`src/rtl/dynamic_pkg.sv`:
```
// Shared constants and types for the 7-segment receive-side capture.
// Anode codes are active-low one-hot, digit0 in the LSB position.
package dynamic_pkg;

    localparam int NUM_DIGITS = 4;

    localparam logic [3:0] AN_D0   = 4'b1110;
    localparam logic [3:0] AN_D1   = 4'b1101;
    localparam logic [3:0] AN_D2   = 4'b1011;
    localparam logic [3:0] AN_D3   = 4'b0111;
    localparam logic [3:0] AN_IDLE = 4'b1111;

    // COLk means digit k is the next one expected
    typedef enum logic [1:0] {
        SYNC = 2'd0,
        COL1 = 2'd1,
        COL2 = 2'd2,
        COL3 = 2'd3
    } state_e;

endpackage

```
`src/rtl/dynamic_capture_an_decode.sv`:
```
// Anode-select decoder: an -> digit index, legal, idle.
// Purely combinational; reusable by other display monitors.
module an_decode
    import dynamic_pkg::*;
(
    input  logic [3:0] an,
    output logic [1:0] idx,
    output logic       legal,
    output logic       idle
);

    // Map the four one-hot-low codes to an index; flag idle/illegal
    always_comb begin
        idx   = 2'd0;
        legal = 1'b0;
        idle  = 1'b0;
        unique case (an)
            AN_D0:   begin idx = 2'd0; legal = 1'b1; end
            AN_D1:   begin idx = 2'd1; legal = 1'b1; end
            AN_D2:   begin idx = 2'd2; legal = 1'b1; end
            AN_D3:   begin idx = 2'd3; legal = 1'b1; end
            AN_IDLE: idle = 1'b1;
            default: ;
        endcase
    end

endmodule

```
`src/rtl/dynamic_capture.sv`:
```
// Reassembles multiplexed BCD digits into a 16-bit value, published
// after STABLE_FRAMES identical frames. Optional macro: BCD_CHECK_EN.
module dynamic_capture
    import dynamic_pkg::*;
#(
    parameter int STABLE_FRAMES = 2
) (
    input  logic        clk_e,
    input  logic        rst,
    input  logic [3:0]  an,
    input  logic [3:0]  bcd,
    output logic [15:0] num,
    output logic        num_valid,
    output logic        update,
    output logic        frame_err
);

    localparam int          FW = NUM_DIGITS * 4;
    localparam logic [3:0]  SF = 4'(STABLE_FRAMES);

    logic [1:0]    idx;
    logic          legal;
    logic          idle;
    logic          bcd_bad;
    logic [FW-1:0] frame;
    logic [3:0]    stable_n;

    state_e        state_q, state_d;
    logic [11:0]   part_q, part_d;
    logic [FW-1:0] prev_q, prev_d;
    logic [3:0]    stable_q, stable_d;
    logic [FW-1:0] num_q, num_d;
    logic          num_valid_q, num_valid_d;
    logic          update_q, update_d;
    logic          frame_err_q, frame_err_d;

    an_decode u_an_decode (
        .an    (an),
        .idx   (idx),
        .legal (legal),
        .idle  (idle)
    );

`ifdef BCD_CHECK_EN
    assign bcd_bad = legal && (bcd > 4'd9);
`else
    assign bcd_bad = 1'b0;
`endif

    // Digit3 arrives live; digits 0..2 come from the partial register
    assign frame = {bcd, part_q};

    // Stable count a completed frame would produce
    always_comb begin
        stable_n = 4'd1;
        if (frame == prev_q) begin
            stable_n = (stable_q >= SF) ? SF : stable_q + 4'd1;
        end
    end

    // Frame FSM, stable history and publish decision
    always_comb begin
        state_d     = state_q;
        part_d      = part_q;
        prev_d      = prev_q;
        stable_d    = stable_q;
        num_d       = num_q;
        num_valid_d = num_valid_q;
        update_d    = 1'b0;
        frame_err_d = 1'b0;
        if (!legal && !idle) begin
            frame_err_d = 1'b1;
            part_d      = '0;
            state_d     = SYNC;
        end else if (bcd_bad) begin
            frame_err_d = 1'b1;
            part_d      = '0;
            state_d     = SYNC;
        end else if (legal) begin
            if (state_q == SYNC) begin
                if (idx == 2'd0) begin
                    part_d  = {8'd0, bcd};
                    state_d = COL1;
                end
            end else if (idx == 2'(state_q)) begin
                unique case (idx)
                    2'd1: begin
                        part_d[7:4] = bcd;
                        state_d     = COL2;
                    end
                    2'd2: begin
                        part_d[11:8] = bcd;
                        state_d      = COL3;
                    end
                    default: begin
                        state_d  = SYNC;
                        prev_d   = frame;
                        stable_d = stable_n;
                        if (stable_n == SF &&
                            (!num_valid_q || frame != num_q)) begin
                            num_d       = frame;
                            num_valid_d = 1'b1;
                            update_d    = 1'b1;
                        end
                    end
                endcase
            end else if (idx == 2'd0) begin
                frame_err_d = 1'b1;
                part_d      = {8'd0, bcd};
                state_d     = COL1;
            end else begin
                frame_err_d = 1'b1;
                part_d      = '0;
                state_d     = SYNC;
            end
        end
    end

    // State registers with synchronous reset
    always_ff @(posedge clk_e) begin
        if (rst) begin
            state_q     <= SYNC;
            part_q      <= '0;
            prev_q      <= '0;
            stable_q    <= '0;
            num_q       <= '0;
            num_valid_q <= 1'b0;
            update_q    <= 1'b0;
            frame_err_q <= 1'b0;
        end else begin
            state_q     <= state_d;
            part_q      <= part_d;
            prev_q      <= prev_d;
            stable_q    <= stable_d;
            num_q       <= num_d;
            num_valid_q <= num_valid_d;
            update_q    <= update_d;
            frame_err_q <= frame_err_d;
        end
    end

    assign num       = num_q;
    assign num_valid = num_valid_q;
    assign update    = update_q;
    assign frame_err = frame_err_q;

endmodule

```
`config.mk`:
```
export PLATFORM = sky130hd
export DESIGN_NAME = dynamic_capture
export DESIGN_NICKNAME = d
export VERILOG_FILES = /design/src/rtl/dynamic_pkg.sv /design/src/rtl/dynamic_capture_an_decode.sv /design/src/rtl/dynamic_capture.sv
export SDC_FILE = /design/constraint.sdc
export NUM_CORES = 1
export LEC_CHECK = 0
export ABC_CLOCK_PERIOD_IN_PS = 2700
export BUFFER_PORTS_ARGS = -buffer_cell sky130_fd_sc_hd__buf_4
export CAP_MARGIN = 20
export CORE_MARGIN = 3
export CORE_UTILIZATION = 52
export DETAILED_ROUTE_END_ITERATION = 12
export PLACE_DENSITY = 0.75
export SETUP_SLACK_MARGIN = 0.2
export SLEW_MARGIN = 5
export SYNTH_ARGS = -nofsm -noshare
export SYNTH_HDL_FRONTEND = slang
export SYNTH_HIERARCHICAL = 1
export SYNTH_SLANG_ARGS = --single-unit
```
`constraint.sdc`:
```
create_clock -name clk_e -period 2.7 [get_ports clk_e]
set_input_delay 0.27 -clock clk_e [delete_from_list [all_inputs] [get_ports clk_e]]
set_output_delay 0.27 -clock clk_e [all_outputs]
set_load 0.03 [all_outputs]
```
======== After elaboration in Yosys (flattened, before gate mapping) ========
Index checks and enable logic that the tools add are counted.
operators by class
  add/subtract/negate cells ............... 1
  order comparisons ....................... 1
  equal/unequal tests ..................... 15
  multiplexer cells ....................... 22
  bitwise operators ....................... 5
  reductions and logical operators ........ 18
operators by type and width
  operator                                                            number
  2-to-1 mux 12 bit                                                   2
  2-to-1 mux 4 bit                                                    6
  equality test 16 bit                                                1
  equality test 4 bit (second input constant)                         4
  inequality test 16 bit                                              1
  AND reduction 3 bit                                                 3
  2-to-1 mux 1 bit                                                    8
  2-to-1 mux 8 bit                                                    1
  OR reduction 7 bit                                                  1
  2-to-1 mux 2 bit                                                    3
  inequality test 3 x 2 -> 1 bit (second input constant)              2
  case mux 2 bit (3 select lines)                                     1
  AND reduction 6 bit                                                 1
  NOT 1 bit                                                           5
  AND reduction 5 bit                                                 1
  adder 4 x 1 -> 4 bit (second input constant)                        1
  equality test 4 x 2 -> 1 bit (second input constant)                1
  equality test 4 x 3 -> 1 bit (second input constant)                1
  greater-or-equal comparator 4 x 2 -> 1 bit (second input constant)  1
  zero test 2 bit                                                     2
  case mux 2 bit (2 select lines)                                     1
  OR reduction 2 bit                                                  2
  OR reduction 4 bit                                                  1
  zero test 1 bit                                                     3
  8 further kinds                                                     9
word-level totals
  flip-flop bits (word level) ............. 53
  output and inout bits ................... 19
  word-level logic and storage cells ...... 72

======== Depth between registers and ports, before layout ========
Gate-level depths: netlist of the first run.
  word-level depth ........................ 7
  gate-level depth with buffers ........... 9
  depth with buffers taken out ............ 8

======== Hierarchy ========
The synthesis of the first run kept the hierarchy.
by module, submodules not included
  module           times used  cells an instance  area each (µm²)  sequential area each (µm²)
  dynamic_capture  1           302                2628.8           1061.0
  an_decode        1           9                  53.8             0.0

======== Least setup slack after synthesis of the first run ========
Ideal clock, no wire load.
  path kind ............................... input to register
  from .................................... input an[2]
  to ...................................... register num_q[10] (netlist: num[10])
  library setup time ...................... 72 ps
  arrival time ............................ 2567 ps
  required time ........................... 2628 ps
  setup slack ............................. 62 ps
  cell stages on the path ................. 9
  cell sequence ........................... xnor2_1 nor2_1 inv_1 ha_1 or3b_1 buf_2 a2111oi_4 buf_6 mux2i_1
on the way
  elaborated cells between the ends (all ways) .. 19
  those cells by class .................... eq/ne (8); mux (3); bitwise (2); reduce/logical (6)
RTL lines
  element                                                                     line                             source
  from (decl)                                                                 dynamic_capture.sv:10            input logic [3:0] an,
  equality test 4 x 3 -> 1 bit / equality test 4 bit (equally long branches)  dynamic_capture_an_decode.sv:17  unique case (an)
  case mux 2 bit (3 select lines) *                                           dynamic_capture_an_decode.sv:17
  named net idx[1]                                                            dynamic_capture.sv:21            logic [1:0] idx;
  equality test 2 bit / equality test 2 x 1 -> 1 bit (equally long branches)  dynamic_capture.sv:86            unique case (idx)
  OR reduction 2 bit (no line)                                                --
  NOT 1 bit (no line)                                                         --
  AND reduction 6 bit (no line) *                                             --
  to (signal assigned)                                                        dynamic_capture.sv:135           num_q <= num_d;
  to (decl)                                                                   dynamic_capture.sv:32            logic [FW-1:0] num_q, num_d;
The timed path passes the listed nets; every way through them passes the cells marked *.
A chain may end at the register's enable or synchronous reset.

======== Worst setup path in the final report of the first run ========
  from .................................... register part_q[3]
  to ...................................... register num_q[10] (netlist: num[10])
on the way
  longest elaborated chain between the ends .. 5
  elaborated cells between the ends (all ways) .. 7
  those cells by class .................... eq/ne (3); mux (1); reduce/logical (3)
ends and longest elaborated chain
  element                          line                    source
  from (decl)                      dynamic_capture.sv:29   logic [11:0] part_q, part_d;
  from (signal assigned)           dynamic_capture.sv:132  part_q <= part_d;
  equality test 16 bit             dynamic_capture.sv:56   if (frame == prev_q) begin
  2-to-1 mux 4 bit                 dynamic_capture.sv:56
  equality test 4 x 2 -> 1 bit     dynamic_capture.sv:99   if (stable_n == SF &&
  logical AND 1 bit *              dynamic_capture.sv:99
  AND reduction 6 bit (no line) *  --
Mark *: on every way between the ends. The rest lies on a longest branch, timed or not.

==> summary.txt, run 1 <==
Clocking
  • Root cell of the clock tree: clkbuf_8
  • CTS tree: done
  • Resized cells post-CTS: 0
  • Max Root-Sink Buffers: 2
  • Clock transition at path regs: 90 ps
  • Setup Fix Bufs, Post-CTS: 0
  • CTS sink cnt: 53
  • Htree depth: 2
  • Later-pin clock latency in the skew report: 310 ps
  • Num CTS Buffers: 5
  • Hold buffers post-CTS: 0

Yosys
  • Post-Synth XOR/XNOR Area: 0.120
  • FF+latch count, synth: 53
  • Post-synth top cells: 53 x dfxtp_1, 44 x nand2_1, 33 x nand2b_1
  • Mux contribution to synthesized area: 0.0597
  • Simple-gate share of the synthesized area: 0.230
  • Synth Area in Compound Gates: 0.129
  • Adder-cell share of the synthesized area: 0.0233
  • Synth Cell Area: 2680 sq um
  • Top FF cell, synth: dfxtp_1
  • Largest family of logic cells by synthesized area: simple AND/OR/NAND/NOR gates
  • Yosys top cell by area: dfxtp_1
  • Ys async rst share: 0
  • Syn_nets: 326
  • Number of synthesized flops with an enable pin: 0
  • Synth cell types: 39
  • Largest cells by area after synthesis: dfxtp_1 40%, nand2b_1 7.7%, nand2_1 6.2%, mux2i_1 6.0%, xor2_1 5.9%
  • Top-area cell type share of the netlist area: 0.396
  • Post-synthesis sequential area ratio: 0.396
  • YS warnings: 6
  • Count leader, synth: dfxtp_1
  • Average size of a mapped cell: 8.63 sq um
  • Post-Syn Instances: 311

Job
  • Reported max-cap violation count: 0

Detailed routing
  • DRT Pass-1 Iters: 4
  • Number of DRC markers in iteration 0: 121
  • Antenna viol nets, final: 0
  • DR vias/cell: 5.42
  • Drt drc: 0
  • DR WL/cell: 14.6 um
  • Via count: 2,166
  • Total Routed Length: 5830 um

Placement
  • Detailed placement HPWL: 4220 um
  • IO buf count: 28
  • Final Wtd Congestion: 0.882
  • Placed cells: 392

STA
  • Final hold slack: 270 ps
  • Worst-Margin Slew: 634 ps
  • Achievable frequency: 422 MHz
  • Final Setup Violations: 0
  • Max-slew violation count: 0
  • RSZ-0062 raised after global routing: no
  • Max transition margin: 0.576
  • Period minus WS final: 2370 ps
  • Final period utilization: 0.877
  • Final Hold Fails: 0
  • Final Skew: 5.43 ps
  • Setup_tns: 0 ps

Setup path
  • Worst EP required: 2940 ps
  • Worst EP arrival: 2610 ps
  • Startpoint Class: flip-flop
  • Reg-to-reg slack, setup: 330 ps
  • Reg-to-reg critical path endpoint: num[10]$_SDFFE_PP0P_
  • CP endpoint kind: flip-flop
  • FF-to-FF Start: part_q[3]$_SDFFE_PP0P_
  • R2R depth: 6
  • WS Path Type: reg2reg
  • CP max FO: 17

Final layout
  • Nets: 347
  • Fraction of layout cells with a size suffix above 1: 0.141
  • Final Core Density: 0.628
  • Area growth, synth to finish: 13.5%
  • ANT cells: 0
  • Finished Layout Cells: 400

Min path
  • Hold depth: 3
  • Min-delay src: bcd[2]
  • HP Class: in2reg
  • Endpoint, Worst Hold: prev_q[14]$_SDFFE_PP0P_

Global routing
  • Largest net degree at the start of global routing: 57
  • First-pass GRT wire length: 9730 um
  • Antenna violations before repair: 0
  • Vias in the first global route: 2,033
  • Tot GR Track Use: 0.201
  • Grt ovf: 0

Power and ir drop
  • Pwr Total: 1.35 mW
  • Power density cells: 442 nW/um^2
  • Reg power frac: 0.585
  • Gate power share: 0.086
  • Leakage: 1.09 nW
  • Switching part of the total power: 0.246
  • Switching power: 331 uW
  • Maximum vdd drop: 258 uV
  • Clock share of power: 0.329
  • Internal power: 1.01 mW

Run status
  • Outcome: finished clean

Die
  • Die width: 77.8 um
  • Core area: 4850 sq um
  • I/O pin cnt: 29
  • Die Span Y: 77.8 um
  • # rows: 25
  • Die Area: 6060 sq um
  • Initial core utilization: 0.553
state kept, by name (all words and copies together) (netlist names):
signal     count
frame_err      1
num           16
num_valid      1
part_q        12
prev_q        16
stable_q       4
state_q        2
update         1
final cells by class:
cell class,instances,area [sq um]
multi-input cells,232,1520
clock inverters,1,7.51
flip-flops and latches,53,1060
fillers,414,1800
well taps,67,83.8
repair buffers,35,275
clock buffers,7,76.3
inverters,5,18.8
worst max-delay path by stage:
stage | startpoint | cells past startpoint | slack, ps | endpoint
after global placement | an[3] | 9 | 310 | stable_q[2]$_SDFFE_PP0P_
after floorplan | an[1] | 9 | 210 | num[10]$_SDFFE_PP0P_
after CTS | part_q[3]$_SDFFE_PP0P_ | 6 | 370 | num[10]$_SDFFE_PP0P_
after global routing | part_q[3]$_SDFFE_PP0P_ | 6 | 230 | num[10]$_SDFFE_PP0P_
final | part_q[3]$_SDFFE_PP0P_ | 6 | 330 | num[10]$_SDFFE_PP0P_
after detailed placement | an[3] | 9 | 250 | num[10]$_SDFFE_PP0P_
critical path: stages (launching register included):
cell,delay [ps]
dfxtp_1,450
xor2_1,100
nor4_1,450
nand4_1,360
a2111oi_4,480
buf_12,220
mux2i_1,210
stage by stage:
step           setup WS [ps]  instance area, sq um
3_5_place_dp             248                  2960
4_1_cts                  371                  3050
2_1_floorplan            212                  2690
5_1_grt                  231                  3050
3_3_place_gp             308                  2960
6_report                 331                  3050
power groups by stage:
stage | combinational, mW | sequential (mW) | clock (mW)
finish | 0.115 | 0.787 | 0.443
global route | 0.127 | 0.788 | 0.482
CTS | 0.115 | 0.787 | 0.450
detailed placement | 0.114 | 0.805 | 0
floorplan | 0.0803 | 0.807 | 0
global placement | 0.113 | 0.805 | 0
layout by cell type (no fill, tap or decap), types with 3 or more instances in the layout:
| cell type | synthesis | final |
|---|---|---|
| dfxtp_1 | 53 | 53 |
| nand2_1 | 44 | 44 |
| buf_4 | 1 | 34 |
| nand2b_1 | 33 | 33 |
| a21oi_1 | 26 | 26 |
| xor2_1 | 18 | 18 |
| xnor2_1 | 17 | 17 |
| mux2i_1 | 16 | 16 |
| nor2_1 | 17 | 16 |
| nand4_1 | 8 | 8 |
| a22oi_1 | 8 | 8 |
| nor4_1 | 6 | 6 |
| inv_1 | 5 | 5 |
| o21ai_0 | 5 | 5 |
| ha_1 | 5 | 5 |
| clkbuf_8 | 0 | 5 |
| nor3_1 | 3 | 3 |
| nor3b_1 | 4 | 3 |
layer usage:
| metal | part of all wire | global-route usage | wire length, um | up-vias |
|---|---|---|---|---|
| met2 | 0.45 | 0.329 | 2630 | 51 |
| met1 | 0.48 | 0.265 | 2800 | 1006 |
| li1 | - | - | - | 1097 |
| met3 | 0.049 | 0.0348 | 286 | 12 |
| met5 | 0 | 0 | 0 | - |
| met4 | 0.019 | 0.0747 | 109 | 0 |
cells by family (layout without fill, tap and decap cells):
group                    Yosys count  in the layout
flip-flops                        53             53
AO/OA/AOI/OAI                     53             53
AND/OR/NAND/NOR                  122            122
adder cells (fa/ha/maj)            5              5
buffers and inverters             26             48
multiplexers                      16             16
XOR/XNOR                          36             36
Note: power is estimated with default switching activity, not from simulation.
==> run 2: changes to the inputs <==
- ABC_AREA: default -> 1
- CORE_UTILIZATION: 52 -> 53
- PLACE_DENSITY: 0.75 -> 0.76
==> summary.txt, run 2 <==
Clocking
  • Max Root-Sink Buffers: 2 (unchanged)
  • Later-pin clock latency in the skew report: 310 ps (about the same)
  • CTS sink cnt: 53 (unchanged)
  • Clock transition at path regs: 90 ps (about the same)
  • Num CTS Buffers: 5 (unchanged)
  • Resized cells post-CTS: 0 (unchanged)
  • Htree depth: 2 (unchanged)
  • Root cell of the clock tree: clkbuf_8
  • CTS tree: done
  • Setup Fix Bufs, Post-CTS: 0 (unchanged)
  • Hold buffers post-CTS: 0 (unchanged)

Setup path
  • CP endpoint kind: flip-flop
  • Worst EP required: 2910 ps (-30 ps)
  • CP peak stage delay: 580 ps (+100 ps)
  • Crit-path cells: inv_2 -> or2_2 -> nand3_1 -> nor2_1 -> nand3_1 -> nand2_1 -> nor2_4 -> nand3_1 -> nand2_1 -> nor2_1
  • Startpoint Class: flip-flop
  • CP max FO: 34 (+17)
  • Worst EP arrival: 2230 ps (-380 ps)
  • CP bufs+invs: 1 (unchanged)
  • Reg-to-reg slack, setup: 670 ps (+340 ps)
  • Largest delay contributor family on the critical path: simple AND/OR/NAND/NOR gates
  • Crit-path most repeated cell: nand3_1
  • Slowest stage cell, crit path: nor2_4
  • R2R depth: 10 (+4)
  • FF-to-FF Start: part_q[10]$_SDFFE_PP0P_
  • Reg-to-reg critical path endpoint: num[6]$_SDFFE_PP0P_
  • WS Path Type: reg2reg

Min path
  • Hold depth: 2 (-1)
  • Endpoint, Worst Hold: frame_err$_SDFF_PP0_
  • Min-delay src: rst
  • HP Class: in2reg

Yosys
  • Post-synthesis sequential area ratio: 0.386 (-0.00937)
  • Ys async rst share: 0 (unchanged)
  • Top-area cell type share of the netlist area: 0.386 (-0.00937)
  • Synth cell types: 27 (-31%)
  • Syn_nets: 414 (+27%)
  • Average size of a mapped cell: 6.89 sq um (-20%)
  • Number of synthesized flops with an enable pin: 0 (unchanged)
  • Top FF cell, synth: dfxtp_1
  • Largest cells by area after synthesis: dfxtp_1 39%, nand2_1 14%, a21oi_1 8.6%, nor2_1 7.0%, inv_1 5.2%
  • Synth Cell Area: 2750 sq um (+2.4%)
  • YS warnings: 6 (unchanged)
  • FF+latch count, synth: 53 (unchanged)
  • Count leader, synth: nand2_1
  • Post-Syn Instances: 399 (+28%)
  • Yosys top cell by area: dfxtp_1
  • Post-synth top cells: 100 x nand2_1, 53 x dfxtp_1, 51 x nor2_1

Detailed routing
  • DR WL/cell: 12.0 um (-18%)
  • Total Routed Length: 5890 um (+0.98%)
  • Via count: 2,468 (+14%)
  • DR vias/cell: 5.03 (-7.2%)
  • DRT Pass-1 Iters: 4 (unchanged)
  • Antenna viol nets, final: 0 (unchanged)
  • Number of DRC markers in iteration 0: 113 (-6.6%)
  • Drt drc: 0 (unchanged)

Global routing
  • Tot GR Track Use: 0.203 (+0.00175)
  • Largest net degree at the start of global routing: 35 (-39%)
  • GRT met2 Usage: 0.347 (+0.0180)
  • First-pass GRT wire length: 10,100 um (+3.5%)
  • Grt peak-use layer: met2
  • M1 GR Usage: 0.254 (-0.0108)
  • Grt ovf: 0 (unchanged)
  • Antenna violations before repair: 0 (unchanged)
  • Vias in the first global route: 2,255 (+11%)
  • Met3 Track Usage GR: 0.0487 (+0.0139)

STA
  • Fin worst setup slack: 675 ps (+344 ps)
  • Final period utilization: 0.750 (-0.127)
  • Achievable frequency: 494 MHz (+17%)
  • Max transition margin: 0.506 (-0.0704)
  • Worst-Margin Slew: 739 ps (+105 ps)
  • Final Skew: 3.85 ps (-1.58 ps)
  • Period minus WS final: 2030 ps (-344 ps)
  • Final Hold Fails: 0 (unchanged)
  • Setup_tns: 0 ps (unchanged)
  • Final Setup Violations: 0 (unchanged)
  • Max-slew violation count: 0 (unchanged)
  • RSZ-0062 raised after global routing: no
  • Final hold slack: 186 ps (-83.9 ps)

Die
  • Core area: 4880 sq um (+0.65%)
  • Die Span Y: 78 um (+0.22%)
  • Die Area: 6080 sq um (+0.45%)
  • Die width: 78 um (+0.22%)
  • Initial core utilization: 0.563 (+0.00979)
  • I/O pin cnt: 29 (unchanged)
  • # rows: 25 (unchanged)

Run status
  • Outcome: finished clean

Placement
  • Setup WS pre-CTS: 585 ps (+338 ps)
  • Placed cells: 483 (+23%)
  • Detailed placement HPWL: 4270 um (+1.1%)
  • IO buf count: 28 (unchanged)
  • Final Wtd Congestion: 0.909 (+3.0%)

Power and ir drop
  • Reg power frac: 0.563 (-0.022)
  • Internal power: 1.06 mW (+4.8%)
  • Switching part of the total power: 0.246 (-0.000755)
  • Leakage: 1.39 nW (+28%)
  • Power density cells: 460 nW/um^2 (+4.2%)
  • Pwr Total: 1.41 mW (+4.7%)
  • Maximum vdd drop: 253 uV (-1.7%)
  • Clock share of power: 0.349 (+0.020)
  • Gate power share: 0.089 (+0.003)
  • Switching power: 346 uW (+4.3%)

Final layout
  • Most common cell after layout, fill and taps aside: nand2_1
  • Nets: 438 (+26%)
  • Area growth, synth to finish: 11.3%
  • ANT cells: 0 (unchanged)
  • Fraction of layout cells with a size suffix above 1: 0.134 (-0.00671)
  • Most frequent cells in the layout: 100 x nand2_1, 53 x dfxtp_1, 51 x nor2_1
  • Finished Layout Cells: 491 (+23%)

Job
  • Reported max-cap violation count: 0 (unchanged)
[run 2: cell families (layout without fill, tap and decap cells)]
logic type / count (synthesis) / after routing / synth area share
buffers and inverters: 59 / 84 / 0.100
xor gates and xnor gates: 19 / 19 / 0.0606
DFF: 53 / 53 / 0.386
AOI/OAI and AO/OA: 69 / 69 / 0.130
and+or+nand+nor: 194 / 194 / 0.301
adders and majority gates: 5 / 5 / 0.0228
[run 2: layer usage]
layer  wire length, um  vias up
li1                  -     1305
met1              2780     1125
met2              2840       30
met3               200        8
met4                61        0
met5                 0        -
[run 2: worst register-to-register path, stage by stage (launching register included)]
cell and delay, ps:
dfxtp_1 390, inv_2 70, or2_2 270, nand3_1 90, nor2_1 60, nand3_1 80, nand2_1 90, nor2_4 580
nand3_1 150, nand2_1 110, nor2_1 40
[run 2: how the worst max path moves through the flow]
stage	slack (ps)	cells after the start	startpoint	end
3_3_place_gp	660	14	an[2]	num[7]$_SDFFE_PP0P_
5_1_grt	450	11	part_q[8]$_SDFFE_PP0P_	num[10]$_SDFFE_PP0P_
3_5_place_dp	590	14	an[2]	num[6]$_SDFFE_PP0P_
2_1_floorplan	1020	13	an[2]	part_q[11]$_SDFFE_PP0P_
4_1_cts	680	11	part_q[8]$_SDFFE_PP0P_	num[6]$_SDFFE_PP0P_
6_report	670	10	part_q[10]$_SDFFE_PP0P_	num[6]$_SDFFE_PP0P_
[run 2: layout make-up]
class,count,area [sq um]
timing repair buffer,31,233
clock inverter,1,5.00
fill,481,1820
inverter,45,169
clock buffer,7,96.3
tap,67,83.8
multi-input combinational,287,1410
sequential,53,1060
[run 2: power by group through the flow]
| stage | logic, mW | clock network, mW | registers [mW] |
|---|---|---|---|
| 2_1_floorplan | 0.0832 | 0 | 0.812 |
| 3_3_place_gp | 0.122 | 0 | 0.810 |
| 3_5_place_dp | 0.123 | 0 | 0.810 |
| 4_1_cts | 0.124 | 0.497 | 0.792 |
| 5_1_grt | 0.141 | 0.522 | 0.793 |
| 6_report | 0.125 | 0.491 | 0.792 |
[run 2: stage by stage]
step / utilization / area, sq um
6_report: 0.627 / 3060
5_1_grt: 0.627 / 3060
4_1_cts: 0.627 / 3060
3_5_place_dp: 0.606 / 2960
3_3_place_gp: 0.606 / 2960
2_1_floorplan: - / 2750
